===== src/rtl/serial_add_seq.sv =====
// Bit-serial add/subtract sequencer. One full-adder cell processes the operands
// LSB first, one bit per clock, with the carry recirculated through a flop.

module serial_add_fa (
    input  logic a_i,
    input  logic b_i,
    input  logic c_i,
    output logic s_o,
    output logic c_o
);
    assign s_o = a_i ^ b_i ^ c_i;
    assign c_o = (a_i & b_i) | (a_i & c_i) | (b_i & c_i);
endmodule

module serial_add_seq #(
    parameter int WIDTH = 8
) (
    input  logic             clk_i,
    input  logic             rst_i,
    input  logic             start_i,
    input  logic             sub_i,
    input  logic             cin_i,
    input  logic [WIDTH-1:0] a_i,
    input  logic [WIDTH-1:0] b_i,
    output logic             in_ready_o,
    output logic             busy_o,
    output logic             done_o,
    output logic [WIDTH-1:0] sum_o,
    output logic             cout_o,
    output logic             ovf_o
);
    localparam int CW = $clog2(WIDTH);

    // state  | meaning
    // IDLE   | waiting for start; operands captured on the accepting edge
    // RUN    | one bit per cycle through the adder cell, LSB first
    // DONE   | one-cycle result-valid pulse, then back to IDLE
    typedef enum logic [1:0] {
        S_IDLE = 2'd0,
        S_RUN  = 2'd1,
        S_DONE = 2'd2
    } state_t;

    state_t           state_q;
    logic [WIDTH-1:0] shift_a_q;
    logic [WIDTH-1:0] shift_b_q;
    logic [WIDTH-1:0] res_q;
    logic [WIDTH-1:0] res_d;
    logic [CW-1:0]    cnt_q;
    logic [CW-1:0]    cnt_d;
    logic             carry_q;
    logic             cmsb_q;
    logic [WIDTH-1:0] sum_q;
    logic             cout_q;
    logic             ovf_q;

    logic fa_s;
    logic fa_c;
    logic last_bit;
    logic msb_in_bit;

    serial_add_fa u_fa (
        .a_i (shift_a_q[0]),
        .b_i (shift_b_q[0]),
        .c_i (carry_q),
        .s_o (fa_s),
        .c_o (fa_c)
    );

    assign res_d      = {fa_s, res_q[WIDTH-1:1]};
    assign cnt_d      = cnt_q + CW'(1);
    assign last_bit   = (cnt_q == CW'(WIDTH - 1));
    assign msb_in_bit = (cnt_q == CW'(WIDTH - 2));

    always_ff @(posedge clk_i or posedge rst_i) begin
        if (rst_i) begin
            state_q   <= S_IDLE;
            shift_a_q <= '0;
            shift_b_q <= '0;
            res_q     <= '0;
            cnt_q     <= '0;
            carry_q   <= 1'b0;
            cmsb_q    <= 1'b0;
            sum_q     <= '0;
            cout_q    <= 1'b0;
            ovf_q     <= 1'b0;
        end else begin
            case (state_q)
                S_IDLE: begin
                    if (start_i) begin
                        // Subtract as A + ~B + 1; cin is ignored for subtract.
                        shift_a_q <= a_i;
                        shift_b_q <= sub_i ? ~b_i : b_i;
                        carry_q   <= sub_i ? 1'b1 : cin_i;
                        cnt_q     <= '0;
                        res_q     <= '0;
                        state_q   <= S_RUN;
                    end
                end
                S_RUN: begin
                    shift_a_q <= shift_a_q >> 1;
                    shift_b_q <= shift_b_q >> 1;
                    res_q     <= res_d;
                    carry_q   <= fa_c;
                    cnt_q     <= cnt_d;
                    // Carry out of bit WIDTH-2 is the carry into the MSB.
                    if (msb_in_bit) begin
                        cmsb_q <= fa_c;
                    end
                    if (last_bit) begin
                        sum_q   <= res_d;
                        cout_q  <= fa_c;
                        ovf_q   <= cmsb_q ^ fa_c;
                        state_q <= S_DONE;
                    end
                end
                S_DONE: begin
                    state_q <= S_IDLE;
                end
                default: begin
                    state_q <= S_IDLE;
                end
            endcase
        end
    end

    assign in_ready_o = (state_q == S_IDLE);
    assign busy_o     = (state_q == S_RUN) || (state_q == S_DONE);
    assign done_o     = (state_q == S_DONE);
    assign sum_o      = sum_q;
    assign cout_o     = cout_q;
    assign ovf_o      = ovf_q;

endmodule


===== config.mk =====
export PLATFORM = sky130hd
export DESIGN_NAME = serial_add_seq
export DESIGN_NICKNAME = d
export VERILOG_FILES = /design/src/rtl/serial_add_seq.sv
export SDC_FILE = /design/constraint.sdc
export NUM_CORES = 1
export LEC_CHECK = 0
export CAP_MARGIN = 20
export CORE_ASPECT_RATIO = 1.75
export CORE_MARGIN = 2
export CORE_UTILIZATION = 45
export DETAILED_ROUTE_END_ITERATION = 7
export PLACE_DENSITY = 0.76
export RECOVER_POWER = 50
export SLEW_MARGIN = 20
export SYNTH_ARGS = -nofsm -noshare
export SYNTH_HDL_FRONTEND = slang
export SYNTH_SLANG_ARGS = --single-unit

===== constraint.sdc =====
create_clock -name clk_i -period 2.52 [get_ports clk_i]
set_input_delay 0.378 -clock clk_i [delete_from_list [all_inputs] [get_ports clk_i]]
set_output_delay 0.378 -clock clk_i [all_outputs]
set_load 0.1 [all_outputs]

# Word level (Yosys, flattened, before mapping)
# Index checks and enable logic that the tools add are counted.
[totals]
wordCells = 48
ff_bits = 41
out_inout_bits = 13
inputBits = 21
[classes]
n_reduce_logical = 7
n_eq_ne = 6
muxes = 15
bitwise = 9
n_addsub = 1
[ops]
columns = ["cell", "n"]
rows = [
  ["case mux 8 bit (2 select lines)", 3],
  ["2-to-1 mux 8 bit", 4],
  ["NOT 8 bit", 1],
  ["AND reduction 2 bit", 4],
  ["equality test 3 bit, second input constant", 2],
  ["case mux 3 bit (2 select lines)", 1],
  ["2-to-1 mux 2 bit", 2],
  ["!= test 2 bit, second input constant", 2],
  ["case mux 2 bit (2 select lines)", 1],
  ["adder 3 x 1 -> 3 bit, second input constant", 1],
  ["AND 1 bit", 3],
  ["2-to-1 mux 3 bit", 1],
  ["bitwise XOR 1 bit", 3],
  ["equality test 2 x 1 -> 1 bit, second input constant", 1],
  ["equality test 2 bit, second input constant", 1],
  ["zero test 2 bit", 1],
  ["2-to-1 mux 1 bit", 2],
  ["OR 1 bit", 2],
  ["case mux 1 bit (2 select lines)", 1],
  ["nonzero test 2 bit", 1],
  ["logical OR 1 bit", 1],
]

# Depth between registers and ports, before layout
[logic_depth]
depth_word = 4
ltp_mapped = 7
mapped_depth_nobuf = 5

# By module
# A second synthesis with hierarchy kept.
[unflattened]
hier_cells = 157
hier_area_um2 = 1839.3
[by_module_without_submodules]
columns = ["module", "cells_each", "seq_area_each_um2", "area_each_um2", "instances"]
rows = [
  ["serial_add_seq", 156, 1001.0, 1819.2, 1],
  ["serial_add_fa", 1, 0.0, 20.0, 1],
]

# Worst setup path after synthesis
# OpenSTA, ideal clock, no wires.
[synth_timing]
kind = "flip-flop to flip-flop"
startpoint = "reg state_q[0]"
endpoint = "reg cnt_q[2]"
t_arrival_ns = 2.105
synth_period_minus_slack_ns = 2.226
n_path_buf = 1
path_slack_ns = 0.294
t_required_ns = 2.399
setup_time_ns = 0.121
path_stages_with_launch = 7
cell_sequence = "dfrtp_1 > inv_1 > ha_1 > nand2b_1 > and2_1 > buf_6 > a22o_1"
[synth_between]
elab_chain_len = 3
word_cells_on_any_way = 6
cone_classes = "2 x eq/ne; 1 x mux; 3 x reduce/logical"
[synth_rtl]
columns = ["element", "line_no", "text"]
rows = [
  ["start, declared", "44", "state_t state_q;"],
  ["start signal, assigned", "77", "state_q <= S_IDLE;"],
  ["start signal, assigned", "97", "state_q <= S_RUN;"],
  ["start signal, assigned", "114", "state_q <= S_DONE;"],
  ["zero test 2 bit *", "-", ""],
  ["via in_ready_o", "25", "output logic in_ready_o,"],
  ["!= test 2 bit (no source line) / nonzero test 2 bit (equally long branches)", "-", ""],
  ["AND reduction 2 bit (no source line)", "-", ""],
  ["end signal, assigned", "105", "cnt_q <= cnt_d;"],
  ["end, declared", "49", "logic [CW-1:0] cnt_q;"],
]
# Mark *: on every way through the listed nets, which the timed path passes. The rest lies on a longest branch.
# A chain may end at the register's enable or synchronous reset.

# Worst setup path after layout
[layout_timing]
startpoint = "reg sum_q[2], in the netlist sum_o[2]"
endpoint = "out sum_o[2]"
[layout_rtl]
columns = ["element", "line_no", "text"]
rows = [
  ["start, declared", "53", "logic [WIDTH-1:0] sum_q;"],
  ["start signal, assigned", "111", "sum_q <= res_d;"],
  ["end, declared", "28", "output logic [WIDTH-1:0] sum_o,"],
]
# No word-level cell between the ends.

==> impl_metrics.tcl <==
set metrics [dict create \
    status "finished, final reports clean" \
    use_met1_pct 17.3 \
    required_ns 2.14 \
    whs_ns 0.494 \
    ctsResizeCount 0 \
    synthCells 157 \
    critPathLaunch "sum_o[2]$_DFFE_PP0P_" \
    crit_arrival_ns 1.50 \
    port_buffers 33 \
    maxCapViolCount 0 \
    cp_num_cells 1 \
    wl_per_cell_um 13.7 \
    ys_types 23 \
    cts_sinks 40 \
    drcViolationCount 0 \
    grt_use_met3_pct 4.39 \
    layout_common_cells "dfrtp_1 (40), nand2_1 (23), clkdlybuf4s50_1 (19)" \
    drive_gt1_share_pct 15.6 \
    drtIter0Drc 20 \
    antenna_left 0 \
    hpwlAfterDp_um 2490 \
    syn_nets 185 \
    critPathMaxFanout 2 \
    die_w_um 52.4 \
    slew_violations 0 \
    worst_pin_slew_ns 1.17 \
    holdBufCountCts 0 \
    grt_busiest_layer "met2" \
    ios 34 \
    path_buf_inv 1 \
    nFillCells 354 \
    finalSetupTns_ns 0 \
    rsz0062_at_grt "no" \
    h-tree-depth 2 \
    end_kind "primary output" \
    holdPathStages 2 \
    grt_pass1_vias 1258 \
    r2r_cells 6 \
    start_util_pct 47.3 \
    worstSetupStartpointType "flip-flop" \
    n_antenna_cell 0 \
    fp.dieArea_um2 4650 \
    grt_util_all_layers_pct 16.4 \
    cpLargestDelayFamily "buffers and inverters" \
    leakage_uw 0.00108 \
    postCtsSetupRepairBufs 0 \
    maxSlewHeadroom_pct 22.5 \
    place.gp.congestion 0.739 \
    vias 1233 \
    cts_root_buffer "clkbuf_8" \
    clockBufferDepth 2 \
    final_util_pct 57.2 \
    p_per_area_nw_per_um2 1280 \
    fp-row-count 30 \
    area_growth_pct 21.0 \
    ir_worst_vdd_uv 702 \
    nets 219 \
    crit_chain "clkbuf_1" \
    syn_area_um2 1850 \
    synth_seq_area_share_pct 54.2 \
    syn_avg_cell_area_um2 11.8 \
    synth_seq_cells 40 \
    worst_path_max_delay_cell "clkbuf_1" \
    die_h_um 88.7 \
    critical_path.max_stage_delay_ns 0.87 \
    skew_ns 0.00640 \
    fmax_mhz 533 \
    grt.overflow.total 0 \
    core_um2 3900 \
    hold_start "shift_b_q[6]$_DFFE_PP0P_" \
    crit_type "flip-flop to primary output" \
    cts_buffers 5 \
    grt_pass1_wl_um 5600 \
    clock_latency_ns 0.29 \
    finalSetupViolCount 0 \
    cts_tree "done" \
    routed_wl_um 3300 \
    hold_path_class "flip-flop to flip-flop" \
    grt_max_degree 45 \
    post_drt_via_cell_ratio 5.14 \
    finalHoldViolCount 0 \
    yosysWarnings 0 \
    final_common_cell "dfrtp_1" \
    period_minus_slack_ns 1.88 \
    fin_crit_sh_pct 74.5 \
    first_pass_iters 6 \
    path_clk_slew_ns 0.07 \
    reg2reg_from "state_q[0]$_DFFE_PP0P_" \
    antenna_found_initial 0 \
    met2_usage_pct 30.5 \
]
stage by stage:
stage | instance area, um2 | worst slack [ns] | instances | total power [uW]
after floorplan | 1850 | 0.294 | 157 | 2220
after global placement | 2170 | 0.827 | 232 | 2420
after CTS | 2260 | 0.729 | 240 | 2920
after detailed placement | 2170 | 0.769 | 232 | 2490
final | 2230 | 0.643 | 240 | 2870
after global routing | 2230 | 0.591 | 240 | 3070
synthesized netlist by cell type:
library cell   n  area (um2)
inv_1          5        18.8
mux2i_4        1        22.5
or3_1          1        6.26
buf_2          6        30.0
mux2i_1       14         140
nand2b_1       2        12.5
and2_1         1        6.26
inv_2          1        3.75
o31ai_1        1        7.51
buf_6          2        22.5
dfrtp_1       40        1000
fa_1           1        20.0
mux2_2        10         113
o21ai_1       17        85.1
o21ai_0        3        15.0
a21oi_1        4        20.0
ha_1           6        75.1
xnor2_1        2        17.5
nand2_1       23        86.3
buf_4          1        7.51
nand3_1        1        5.00
a22o_1         8        70.1
xor2_1         7        61.3
tightest hold or removal path, delay by kind of cell (launching register included):
kind / cells / cell delay [ns]
flops: 1 / 0.35
compound gates: 1 / 0.06
simple gates: 1 / 0.05
flip-flops by register name (all words and copies together) (netlist names):
register	count
carry_q	1
cout_o	1
cnt_q	3
shift_b_q	8
sum_o	8
res_q	7
shift_a_q	8
ovf_o	1
state_q	2
cmsb_q	1
report_power, final:
part	leakage [uW]	switching [uW]	internal, uW
Sequential	0.000523	162	897
Combinational	0.000508	919	462
Clock	0.0000510	213	218
per-layer routing:
| metal | vias up | wire length [um] |
|---|---|---|
| met5 | - | 0 |
| met4 | 0 | 31 |
| met3 | 4 | 157 |
| met2 | 29 | 1840 |
| met1 | 603 | 1270 |
| li1 | 597 | - |
worst paths after layout:
kind                            slack [ns]                  endpoint
worst min register to register        0.49  shift_b_q[6]$_DFFE_PP0P_
worst max register to register        0.83  shift_b_q[3]$_DFFE_PP0P_
min in group asynchronous             0.81  shift_a_q[3]$_DFFE_PP0P_
worst max-delay path                  0.64                  sum_o[2]
worst min-delay path                  0.49  shift_b_q[6]$_DFFE_PP0P_
max in group asynchronous             1.12      res_q[1]$_DFFE_PP0P_
final cells by class:
class                           count  area, um2  area share, %
Multi-Input combinational cell    102        763           34.2
Clock inverter                      2       10.0          0.448
Clock buffer                        6       82.6           3.70
Timing Repair Buffer               36        295           13.2
Tap cell                           48       60.1           2.69
Sequential cell                    40       1000           44.8
Inverter                            6       22.5           1.01
cells by family after synthesis:
family / count (synthesis) / share of synthesized area [%]
buffers and inverters: 15 / 4.47
AND/OR/NAND/NOR: 28 / 6.30
flip-flops: 40 / 54.2
multiplexers: 25 / 14.9
XOR/XNOR: 9 / 4.27
adder cells (fa/ha/maj): 7 / 5.15
AO/OA/AOI/OAI: 33 / 10.7
Power figures use the tool's default switching activity.
